$ cat src/rtl/seq_magnitude_comparator_pkg.sv
// Shared types and helpers for the sequential magnitude comparator.
//   state_e      : controller states (idle, scanning chunks, result held)
//   steps_width  : width needed to count 0..nch examined chunks
package comparator_pkg;

  typedef enum logic [1:0] {
    StIdle = 2'd0,
    StRun  = 2'd1,
    StDone = 2'd2
  } state_e;

  function automatic int unsigned steps_width(input int unsigned nch);
    return $clog2(nch + 1);
  endfunction

endpackage

$ cat src/rtl/seq_magnitude_comparator_if.sv
// Request/result bundle for seq_magnitude_comparator.
//   in_valid/in_ready   : request handshake carrying a, b, signed_mode
//   out_valid/out_ready : result handshake carrying eq, gt, lt, steps
// master drives requests and consumes results; slave is the comparator.
interface seq_magnitude_comparator_if
  import comparator_pkg::*;
#(
  parameter int unsigned WIDTH = 8,
  parameter int unsigned BPC   = 1
);
  localparam int unsigned StepsW = steps_width(WIDTH / BPC);

  logic              in_valid;
  logic              in_ready;
  logic [WIDTH-1:0]  a;
  logic [WIDTH-1:0]  b;
  logic              signed_mode;
  logic              out_valid;
  logic              out_ready;
  logic              eq;
  logic              gt;
  logic              lt;
  logic [StepsW-1:0] steps;

  modport master (
    output in_valid, a, b, signed_mode, out_ready,
    input  in_ready, out_valid, eq, gt, lt, steps
  );

  modport slave (
    input  in_valid, a, b, signed_mode, out_ready,
    output in_ready, out_valid, eq, gt, lt, steps
  );
endinterface

$ cat src/rtl/seq_magnitude_comparator_bcs_stage.sv
// One bit of the MSB-first compare recurrence.
//   a_i, b_i     : operand bits at this position
//   e_in, g_in   : "equal so far" / "greater so far" from more significant bits
//   e_out, g_out : updated flags after this bit
module bcs_stage (
  input  logic a_i,
  input  logic b_i,
  input  logic e_in,
  input  logic g_in,
  output logic e_out,
  output logic g_out
);
  assign g_out = g_in | (e_in & a_i & ~b_i);
  assign e_out = e_in & ~(a_i ^ b_i);
endmodule

$ cat src/rtl/seq_magnitude_comparator.sv
// Sequential magnitude comparator: scans BPC bits per cycle from MSB to LSB,
// stopping early at the first differing chunk.
//   clk, rst_n : clock, asynchronous active-low reset
//   bus        : slave side of seq_magnitude_comparator_if (request + result)
module seq_magnitude_comparator
  import comparator_pkg::*;
#(
  parameter int unsigned WIDTH = 8,
  parameter int unsigned BPC   = 1
) (
  input logic                       clk,
  input logic                       rst_n,
  seq_magnitude_comparator_if.slave bus
);
  localparam int unsigned NCH    = (BPC >= 1) ? WIDTH / BPC : 1;
  localparam int unsigned StepsW = steps_width(NCH);
  localparam int unsigned IdxW   = (NCH > 1) ? $clog2(NCH) : 1;
  localparam logic [WIDTH-1:0] MsbMask = {1'b1, {(WIDTH-1){1'b0}}};

  if (BPC < 1) begin : g_bad_bpc
    $error("seq_magnitude_comparator: BPC must be >= 1");
  end else if ((WIDTH % BPC) != 0) begin : g_bad_width
    $error("seq_magnitude_comparator: WIDTH must be a multiple of BPC");
  end

  state_e            state_q, state_d;
  logic [WIDTH-1:0]  a_q, a_d, b_q, b_d;
  logic              e_q, e_d, g_q, g_d;
  logic [IdxW-1:0]   idx_q, idx_d;
  logic [StepsW-1:0] steps_q, steps_d;
  logic              eq_q, eq_d, gt_q, gt_d, lt_q, lt_d;

  // Current chunk lands in the low BPC bits after the shift.
  logic [WIDTH-1:0] a_sh, b_sh;
  logic [BPC:0]     e_ch, g_ch;
  logic             e_nxt, g_nxt;

  assign a_sh    = a_q >> (idx_q * BPC);
  assign b_sh    = b_q >> (idx_q * BPC);
  assign e_ch[0] = e_q;
  assign g_ch[0] = g_q;

  for (genvar i = 0; i < BPC; i++) begin : g_stage
    bcs_stage u_stage (
      .a_i   (a_sh[BPC-1-i]),
      .b_i   (b_sh[BPC-1-i]),
      .e_in  (e_ch[i]),
      .g_in  (g_ch[i]),
      .e_out (e_ch[i+1]),
      .g_out (g_ch[i+1])
    );
  end

  assign e_nxt = e_ch[BPC];
  assign g_nxt = g_ch[BPC];

  always_comb begin
    state_d = state_q;
    a_d     = a_q;
    b_d     = b_q;
    e_d     = e_q;
    g_d     = g_q;
    idx_d   = idx_q;
    steps_d = steps_q;
    eq_d    = eq_q;
    gt_d    = gt_q;
    lt_d    = lt_q;
    unique case (state_q)
      StIdle: begin
        if (bus.in_valid) begin
          // Flipping the sign bit maps two's complement onto offset binary,
          // so the unsigned recurrence gives the signed ordering.
          a_d     = bus.a ^ ({WIDTH{bus.signed_mode}} & MsbMask);
          b_d     = bus.b ^ ({WIDTH{bus.signed_mode}} & MsbMask);
          e_d     = 1'b1;
          g_d     = 1'b0;
          idx_d   = IdxW'(NCH - 1);
          steps_d = '0;
          eq_d    = 1'b0;
          gt_d    = 1'b0;
          lt_d    = 1'b0;
          state_d = StRun;
        end
      end
      StRun: begin
        e_d     = e_nxt;
        g_d     = g_nxt;
        steps_d = steps_q + StepsW'(1);
        idx_d   = idx_q - IdxW'(1);
        if (!e_nxt || (idx_q == '0)) begin
          eq_d    = e_nxt;
          gt_d    = g_nxt;
          lt_d    = ~e_nxt & ~g_nxt;
          state_d = StDone;
        end
      end
      StDone: begin
        if (bus.out_ready) state_d = StIdle;
      end
      default: state_d = StIdle;
    endcase
  end

  always_ff @(posedge clk or negedge rst_n) begin
    if (!rst_n) begin
      state_q <= StIdle;
      a_q     <= '0;
      b_q     <= '0;
      e_q     <= 1'b0;
      g_q     <= 1'b0;
      idx_q   <= '0;
      steps_q <= '0;
      eq_q    <= 1'b0;
      gt_q    <= 1'b0;
      lt_q    <= 1'b0;
    end else begin
      state_q <= state_d;
      a_q     <= a_d;
      b_q     <= b_d;
      e_q     <= e_d;
      g_q     <= g_d;
      idx_q   <= idx_d;
      steps_q <= steps_d;
      eq_q    <= eq_d;
      gt_q    <= gt_d;
      lt_q    <= lt_d;
    end
  end

  assign bus.in_ready  = (state_q == StIdle);
  assign bus.out_valid = (state_q == StDone);
  assign bus.eq        = eq_q;
  assign bus.gt        = gt_q;
  assign bus.lt        = lt_q;
  assign bus.steps     = steps_q;

endmodule

$ cat src/flat_wrapper.sv
// flat-port wrapper written by rule: the top's interface ports become plain ports
module seq_magnitude_comparator_flat import comparator_pkg::*;
#(
  parameter int unsigned WIDTH = 8,
  parameter int unsigned BPC   = 1
)
  (clk, rst_n, bus_in_valid, bus_a, bus_b, bus_signed_mode, bus_out_ready, bus_in_ready, bus_out_valid, bus_eq, bus_gt, bus_lt, bus_steps);
  seq_magnitude_comparator_if #(.WIDTH(WIDTH), .BPC(BPC)) bus_i ();
  input logic clk;
  input logic rst_n;
  input wire logic [$bits(bus_i.in_valid)-1:0] bus_in_valid;
  input wire logic [$bits(bus_i.a)-1:0] bus_a;
  input wire logic [$bits(bus_i.b)-1:0] bus_b;
  input wire logic [$bits(bus_i.signed_mode)-1:0] bus_signed_mode;
  input wire logic [$bits(bus_i.out_ready)-1:0] bus_out_ready;
  output wire logic [$bits(bus_i.in_ready)-1:0] bus_in_ready;
  output wire logic [$bits(bus_i.out_valid)-1:0] bus_out_valid;
  output wire logic [$bits(bus_i.eq)-1:0] bus_eq;
  output wire logic [$bits(bus_i.gt)-1:0] bus_gt;
  output wire logic [$bits(bus_i.lt)-1:0] bus_lt;
  output wire logic [$bits(bus_i.steps)-1:0] bus_steps;
  assign bus_i.in_valid = bus_in_valid;
  assign bus_i.a = bus_a;
  assign bus_i.b = bus_b;
  assign bus_i.signed_mode = bus_signed_mode;
  assign bus_i.out_ready = bus_out_ready;
  assign bus_in_ready = bus_i.in_ready;
  assign bus_out_valid = bus_i.out_valid;
  assign bus_eq = bus_i.eq;
  assign bus_gt = bus_i.gt;
  assign bus_lt = bus_i.lt;
  assign bus_steps = bus_i.steps;
  seq_magnitude_comparator #(.WIDTH(WIDTH), .BPC(BPC)) u_core (.clk(clk), .rst_n(rst_n), .bus(bus_i));
endmodule
$ cat config.mk
export PLATFORM = sky130hd
export DESIGN_NAME = seq_magnitude_comparator_flat
export DESIGN_NICKNAME = d
export VERILOG_FILES = /design/src/rtl/seq_magnitude_comparator_pkg.sv /design/src/rtl/seq_magnitude_comparator_if.sv /design/src/rtl/seq_magnitude_comparator_bcs_stage.sv /design/src/rtl/seq_magnitude_comparator.sv /design/src/flat_wrapper.sv
export SDC_FILE = /design/constraint.sdc
export NUM_CORES = 1
export LEC_CHECK = 0
export ABC_AREA = 0
export ABC_CLOCK_PERIOD_IN_PS = 5100
export CORE_MARGIN = 5
export CORE_UTILIZATION = 35
export CTS_CLUSTER_DIAMETER = 80
export DETAILED_ROUTE_END_ITERATION = 7
export PLACE_DENSITY = 0.6
export SLEW_MARGIN = 10
export SYNTH_ARGS = -nofsm -noshare
export SYNTH_HDL_FRONTEND = slang
export SYNTH_HIERARCHICAL = 1
export SYNTH_SLANG_ARGS = --single-unit
$ cat constraint.sdc
create_clock -name clk -period 5.1 [get_ports clk]
set_input_delay 0.51 -clock clk [delete_from_list [all_inputs] [get_ports clk]]
set_output_delay 0.51 -clock clk [all_outputs]
set_load 0.03 [all_outputs]
Yosys cells after proc, flatten, opt, wreduce, memory -nomap -nowiden
Index checks and enable logic that the tools add are counted.
- flip-flop bits (word level): 30
- bits of input ports: 21
- output and inout port bits: 9
- word-level logic and storage cells: 58
- add/subtract/negate cells: 2
- equal/unequal tests: 5
- shift-type cells: 2
- multiplexer cells: 18
- bitwise gates (word level): 12
- reduce and logical (&&, ||, !) cells: 9
- operators by type and width (kind ; number):
    $shr 8x3->1 ; 2
    $xor 8x8->8 ; 2
    $pmux 1 s2 ; 5
    $pmux 4 s2 ; 1
    $mux 2 ; 3
    $pmux 2 s3 ; 1
    $pmux 3 s2 ; 1
    $reduce_and 3->1 ; 2
    $mux 1 ; 5
    $add 4x1->4 const B ; 1
    $and 1x1->1 ; 4
    $mux 4 ; 1
    $ne 2x2->1 const B ; 2
    $not 1->1 ; 4
    $reduce_and 2->1 ; 2
    $logic_not 3->1 ; 1
    $mux 3 ; 1
    $sub 3x1->3 const B ; 1
    $eq 2x1->1 const B ; 1
    $eq 2x2->1 const B ; 1
    $logic_not 2->1 ; 1
    $ne 2x1->1 const B ; 1
    $reduce_bool 2->1 ; 1
    $logic_not 1->1 ; 1
    3 further kinds ; 3

Logic depth before layout (Yosys ltp)
- depth in word-level cells: 8
- depth in mapped cells: 8
- mapped depth without buffers: 7

Hierarchy
Netlist, hierarchy kept.
- by module, submodules not included (module ; times used ; cells each ; area each (um^2) ; sequential area each (um^2)):
    seq_magnitude_comparator ; 1 ; 113 ; 1393.8 ; 750.7
    bcs_stage ; 1 ; 4 ; 26.3 ; 0.0

Worst setup path before layout
OpenSTA, ideal clock, no wires.
- kind: register -> register
- start point: register u_core.idx_q[0]
- end point: register u_core.lt_q (netlist: u_core/bus.lt)
- setup time: 0.134 ns
- arrival time: 1.725 ns
- data required time: 4.966 ns
- slack: 3.241 ns
- cell stages (with the launch flop): 9
- buffers on the path: 1
- clock period less this slack: 1.859 ns
- cell sequence: dfrtp_1 -> clkbuf_2 -> mux4_2 -> nand2_1 -> nand2_1 -> xnor2_1 -> and2_1 -> a31oi_1 -> o32ai_1
- longest elaborated chain between the ends: 8
- elaborated cells between the ends (all ways): 19
- classes of those cells: eq/ne: 1; shift: 2; mux: 2; bitwise: 10; reduce/logical: 4
- ends and longest elaborated chain (item ; RTL line ; text):
    start, declared ; seq_magnitude_comparator.sv:29 ; logic [IdxW-1:0] idx_q, idx_d;
    start signal, assigned ; seq_magnitude_comparator.sv:122 ; idx_q <= idx_d;
    $shr 8x3->1 * ; seq_magnitude_comparator.sv:38 ; assign a_sh = a_q >> (idx_q * BPC);
    via u_core.a_sh[0] ; seq_magnitude_comparator.sv:34 ; logic [WIDTH-1:0] a_sh, b_sh;
    $xor 1x1->1 * ; seq_magnitude_comparator_bcs_stage.sv:14 ; assign e_out = e_in & ~(a_i ^ b_i);
    $not 1->1 * ; seq_magnitude_comparator_bcs_stage.sv:14 ;
    $and 1x1->1 * ; seq_magnitude_comparator_bcs_stage.sv:14 ;
    via u_core.e_nxt ; seq_magnitude_comparator.sv:36 ; logic e_nxt, g_nxt;
    $not 1->1 or $logic_not 1->1 (tied branches) ; seq_magnitude_comparator.sv:93, seq_magnitude_comparator.sv:90 ;
    $and 1x1->1 or $logic_or 1x1->1 (tied branches) ; seq_magnitude_comparator.sv:93, seq_magnitude_comparator.sv:90 ;
    $mux 1 or $ne 2x1->1 (tied branches) ; - ;
    $pmux 1 s2 or $reduce_and 3->1 (tied branches) ; - ;
    end signal, assigned ; seq_magnitude_comparator.sv:126 ; lt_q <= lt_d;
    end, declared ; seq_magnitude_comparator.sv:31 ; logic eq_q, eq_d, gt_q, gt_d, lt_q, lt_d;
Mark *: on every way through the listed nets, which the timed path passes. The rest lies on a longest branch. The select of a mux whose other input is x is not followed.
A chain may end at the register's enable or synchronous reset.

Worst setup path in the final report
- start point: register u_core.state_q[0]
- end point: output bus_out_valid
- longest elaborated chain between the ends: 1
- ends and longest elaborated chain (item ; RTL line ; text):
    start, declared ; seq_magnitude_comparator.sv:26 ; state_e state_q, state_d;
    start signal, assigned ; seq_magnitude_comparator.sv:106 ; state_q <= StIdle;
    start signal, assigned ; seq_magnitude_comparator.sv:117 ; state_q <= state_d;
    $eq 2x2->1 ; seq_magnitude_comparator.sv:131 ; assign bus.out_valid = (state_q == StDone);
    end, declared ; flat_wrapper.sv:17 ; output wire logic [$bits(bus_i.out_valid)-1:0] bus_out_valid;
Every way passes these cells.

==> flow_summary.json <==
{
  "syn_area_um2": 1420,
  "drt_pre_antenna_iters": 4,
  "clkTransAtPathRegs_ns": 0.07,
  "die_x_um": 73.7,
  "sequentialPowerShare": 0.393,
  "p_switching_mw": 0.414,
  "grt-ovfl-total": 0,
  "num_io_pins": 30,
  "maxSlewViolCount": 0,
  "cts_setup_buffers": 0,
  "grt_pass1_wl_um": 4640,
  "dieArea_um2": 5430,
  "fill_cells": 374,
  "pwr-share-clk": 0.170,
  "clk_path_buf_depth": 2,
  "grt_pass1_vias": 1066,
  "grt_antenna_before_repair": 0,
  "cts_made_buffers": 5,
  "arrival_ns": 1.80,
  "yosysTopAreaCell": "dfrtp_1",
  "setup_violations": 0,
  "ys_ff_latch": 30,
  "peakVddDrop_mv": 0.237,
  "cts.sinks": 30,
  "crit_required_ns": 4.59,
  "rsz0062_at_grt": "no",
  "clock_skew_ns": 0.0106,
  "crit_slowest_cell": "clkdlybuf4s50_1",
  "vias_per_cell": 4.86,
  "fin_crit_ns": 2.31,
  "h-tree-depth": 2,
  "rows": 23,
  "max_stage_delay_ns": 0.67,
  "hold_buffers": 0,
  "coreArea_um2": 3970,
  "tritoncts": "built",
  "post_cts_resize_count": 0,
  "drive_gt1_frac": 0.154,
  "initial_utilization": 0.358,
  "worstPathCellList": "nand2b_1 > inv_1 > clkdlybuf4s50_1",
  "r2r_start": "u_core/idx_q[0]$_DFFE_PN0P_",
  "syn_inst": 117,
  "wl_um": 2650,
  "leakage_nw": 0.772,
  "nets": 172,
  "cts_root_buf": "clkbuf_8",
  "die_h_um": 73.7,
  "powerDensity_nw_per_um2": 610,
  "pwr-share-comb": 0.437,
  "cp_top_family": "buffers and inverters",
  "grt_usage": 0.110,
  "start_kind": "flip-flop",
  "crit_path_start": "u_core/state_q[0]$_DFFE_PN0P_",
  "drv_cap": 0,
  "synth_top_area_frac": 0.529,
  "hp-start": "u_core/a_q[2]$_DFFE_PN0P_",
  "swShare": 0.368,
  "critPathMaxFanout": 14,
  "postSynthAreaPerCell_um2": 12.1,
  "worstSkewPairLatency_ns": 0.28,
  "worstSetupPathType": "flip-flop to primary output",
  "setup_ws_ns": 2.79,
  "end_kind": "primary output",
  "wl_per_cell_um": 13.3,
  "num_vias": 967,
  "layout_worst_path_cycle_share": 0.453,
  "gp_routability_congestion": 0.679,
  "critPathBufInv": 2,
  "drc_errors": 0,
  "yosys-top-cells-area": "dfrtp_1, mux2_2, mux4_2",
  "area_growth_pct": 30.0,
  "p_int_mw": 0.712,
  "syn_nets": 141,
  "dpl.hpwl_um": 1930,
  "pre_cts_ws_ns": 2.50,
  "drt_iter0_drc": 87,
  "yosys_warnings": 6,
  "grt_max_degree": 31,
  "diodes": 0,
  "fmax_ghz": 0.433,
  "min-delay-path-class": "flip-flop to flip-flop",
  "yosysSeqAreaShare": 0.529,
  "outcome": "complete, no violations",
  "fin_setup_tns_ns": 0,
  "hold_violations": 0,
  "detail-route-antenna-nets": 0,
  "yosysUniqueCellTypes": 33,
  "max_slew.worst_pin.slew_ns": 0.803,
  "port_buffers": 29,
  "slew_headroom": 0.464
}
==> per-layer routing <==
metal	GRT usage	up-vias	part of all wire
li1	-	471	-
met1	0.133	469	0.45
met2	0.181	25	0.48
met3	0.0369	2	0.061
met4	0.0423	0	0.0064
met5	0	-	0
==> registers in the layout, indices dropped and copies added, names as in the netlist <==
register and cells:
u_core/a_q 8, u_core/b_q 8, u_core/bus.eq 1, u_core/bus.gt 1
u_core/bus.lt 1, u_core/bus.steps 4, u_core/e_q 1, u_core/g_q 1
u_core/idx_q 3, u_core/state_q 2
==> per-stage QoR <==
stage	util	hold slack, ns	cell area [um2]	power (mW)	std cells
6_report	0.465	0.483	1850	1.13	199
5_1_grt	0.465	0.506	1850	1.21	199
4_1_cts	0.463	0.490	1840	1.14	199
3_5_place_dp	0.440	0.475	1750	0.943	191
3_3_place_gp	0.440	0.464	1750	0.926	191
2_1_floorplan	-	0.214	1420	0.804	117
==> cell type report <==
class / instances / area (um2) / area share
clock buffer: 7 / 86.3 / 0.0468
tap: 50 / 62.6 / 0.0339
inverter: 6 / 22.5 / 0.0122
multi-input combinational: 75 / 621 / 0.336
clock inverter: 1 / 5.00 / 0.00271
timing repair buffer: 30 / 298 / 0.161
sequential: 30 / 751 / 0.407
==> power by group through the flow <==
stage	Clock, mW	Combinational (mW)	Sequential, mW
2_1_floorplan	0	0.376	0.427
3_3_place_gp	0	0.484	0.442
3_5_place_dp	0	0.496	0.447
4_1_cts	0.200	0.498	0.444
5_1_grt	0.211	0.541	0.462
6_report	0.192	0.492	0.443
==> worst reg2reg max path: stages, from the launching register on <==
cell and delay, ns:
dfrtp_1 0.50, mux4_2 0.55, nand2_1 0.08, nand2_1 0.08
xnor2_1 0.12, and2_1 0.22, a31oi_1 0.24, o32ai_1 0.12
==> synthesized netlist by cell type <==
cell	count
ha_1	3
xnor2_1	3
mux2_1	6
nor2b_1	1
nand2_1	11
buf_6	1
o21ba_2	1
nor3b_1	1
nand3_1	3
o22a_1	1
a22oi_1	1
buf_2	2
o311ai_0	1
mux2_2	9
nor2_1	5
nand2b_1	4
dfrtp_1	30
o21bai_1	3
a31oi_1	1
a21o_1	1
a32o_1	1
and2_1	1
o32ai_1	1
nand3b_1	1
clkbuf_2	1
o22ai_1	1
a22o_1	2
mux4_2	4
clkbuf_1	1
o21ai_0	5
buf_4	1
inv_1	6
a21oi_1	4
==> layout by cell type, fill, tap and decap left out, types with 2 or more instances in the layout <==
cell type and count:
nor2_1 5, xnor2_1 3, clkdlybuf4s50_1 29, inv_1 6
mux2_1 6, nand3_1 3, mux4_2 4, o21ai_0 5
nand2_1 11, mux2_2 9, a21oi_1 4, o21bai_1 3
clkbuf_8 6, dfrtp_1 30, ha_1 3, nand2b_1 4
a22o_1 2
==> worst paths after layout <==
path,to,slack [ns],depth (start not counted)
min reg2reg,u_core/a_q[2]$_DFFE_PN0P_,0.48,1
max reg2reg,u_core/bus.lt$_DFFE_PN0P_,3.05,7
min,u_core/a_q[2]$_DFFE_PN0P_,0.48,1
max,bus_out_valid,2.79,3
max in group asynchronous,u_core/b_q[1]$_DFFE_PN0P_,4.19,2
min in group asynchronous,u_core/bus.steps[2]$_DFFE_PN0P_,0.62,2
==> logic make-up after synthesis <==
family	count (synthesis)	share of synthesized area
flip-flops	30	0.529
AND/OR/NAND/NOR	27	0.0899
AO/OA/AOI/OAI	23	0.112
multiplexers	19	0.182
buffers and inverters	12	0.0423
XOR/XNOR	3	0.0185
adder cells (fa/ha/maj)	3	0.0264
Note: power is estimated with default switching activity, not from simulation.
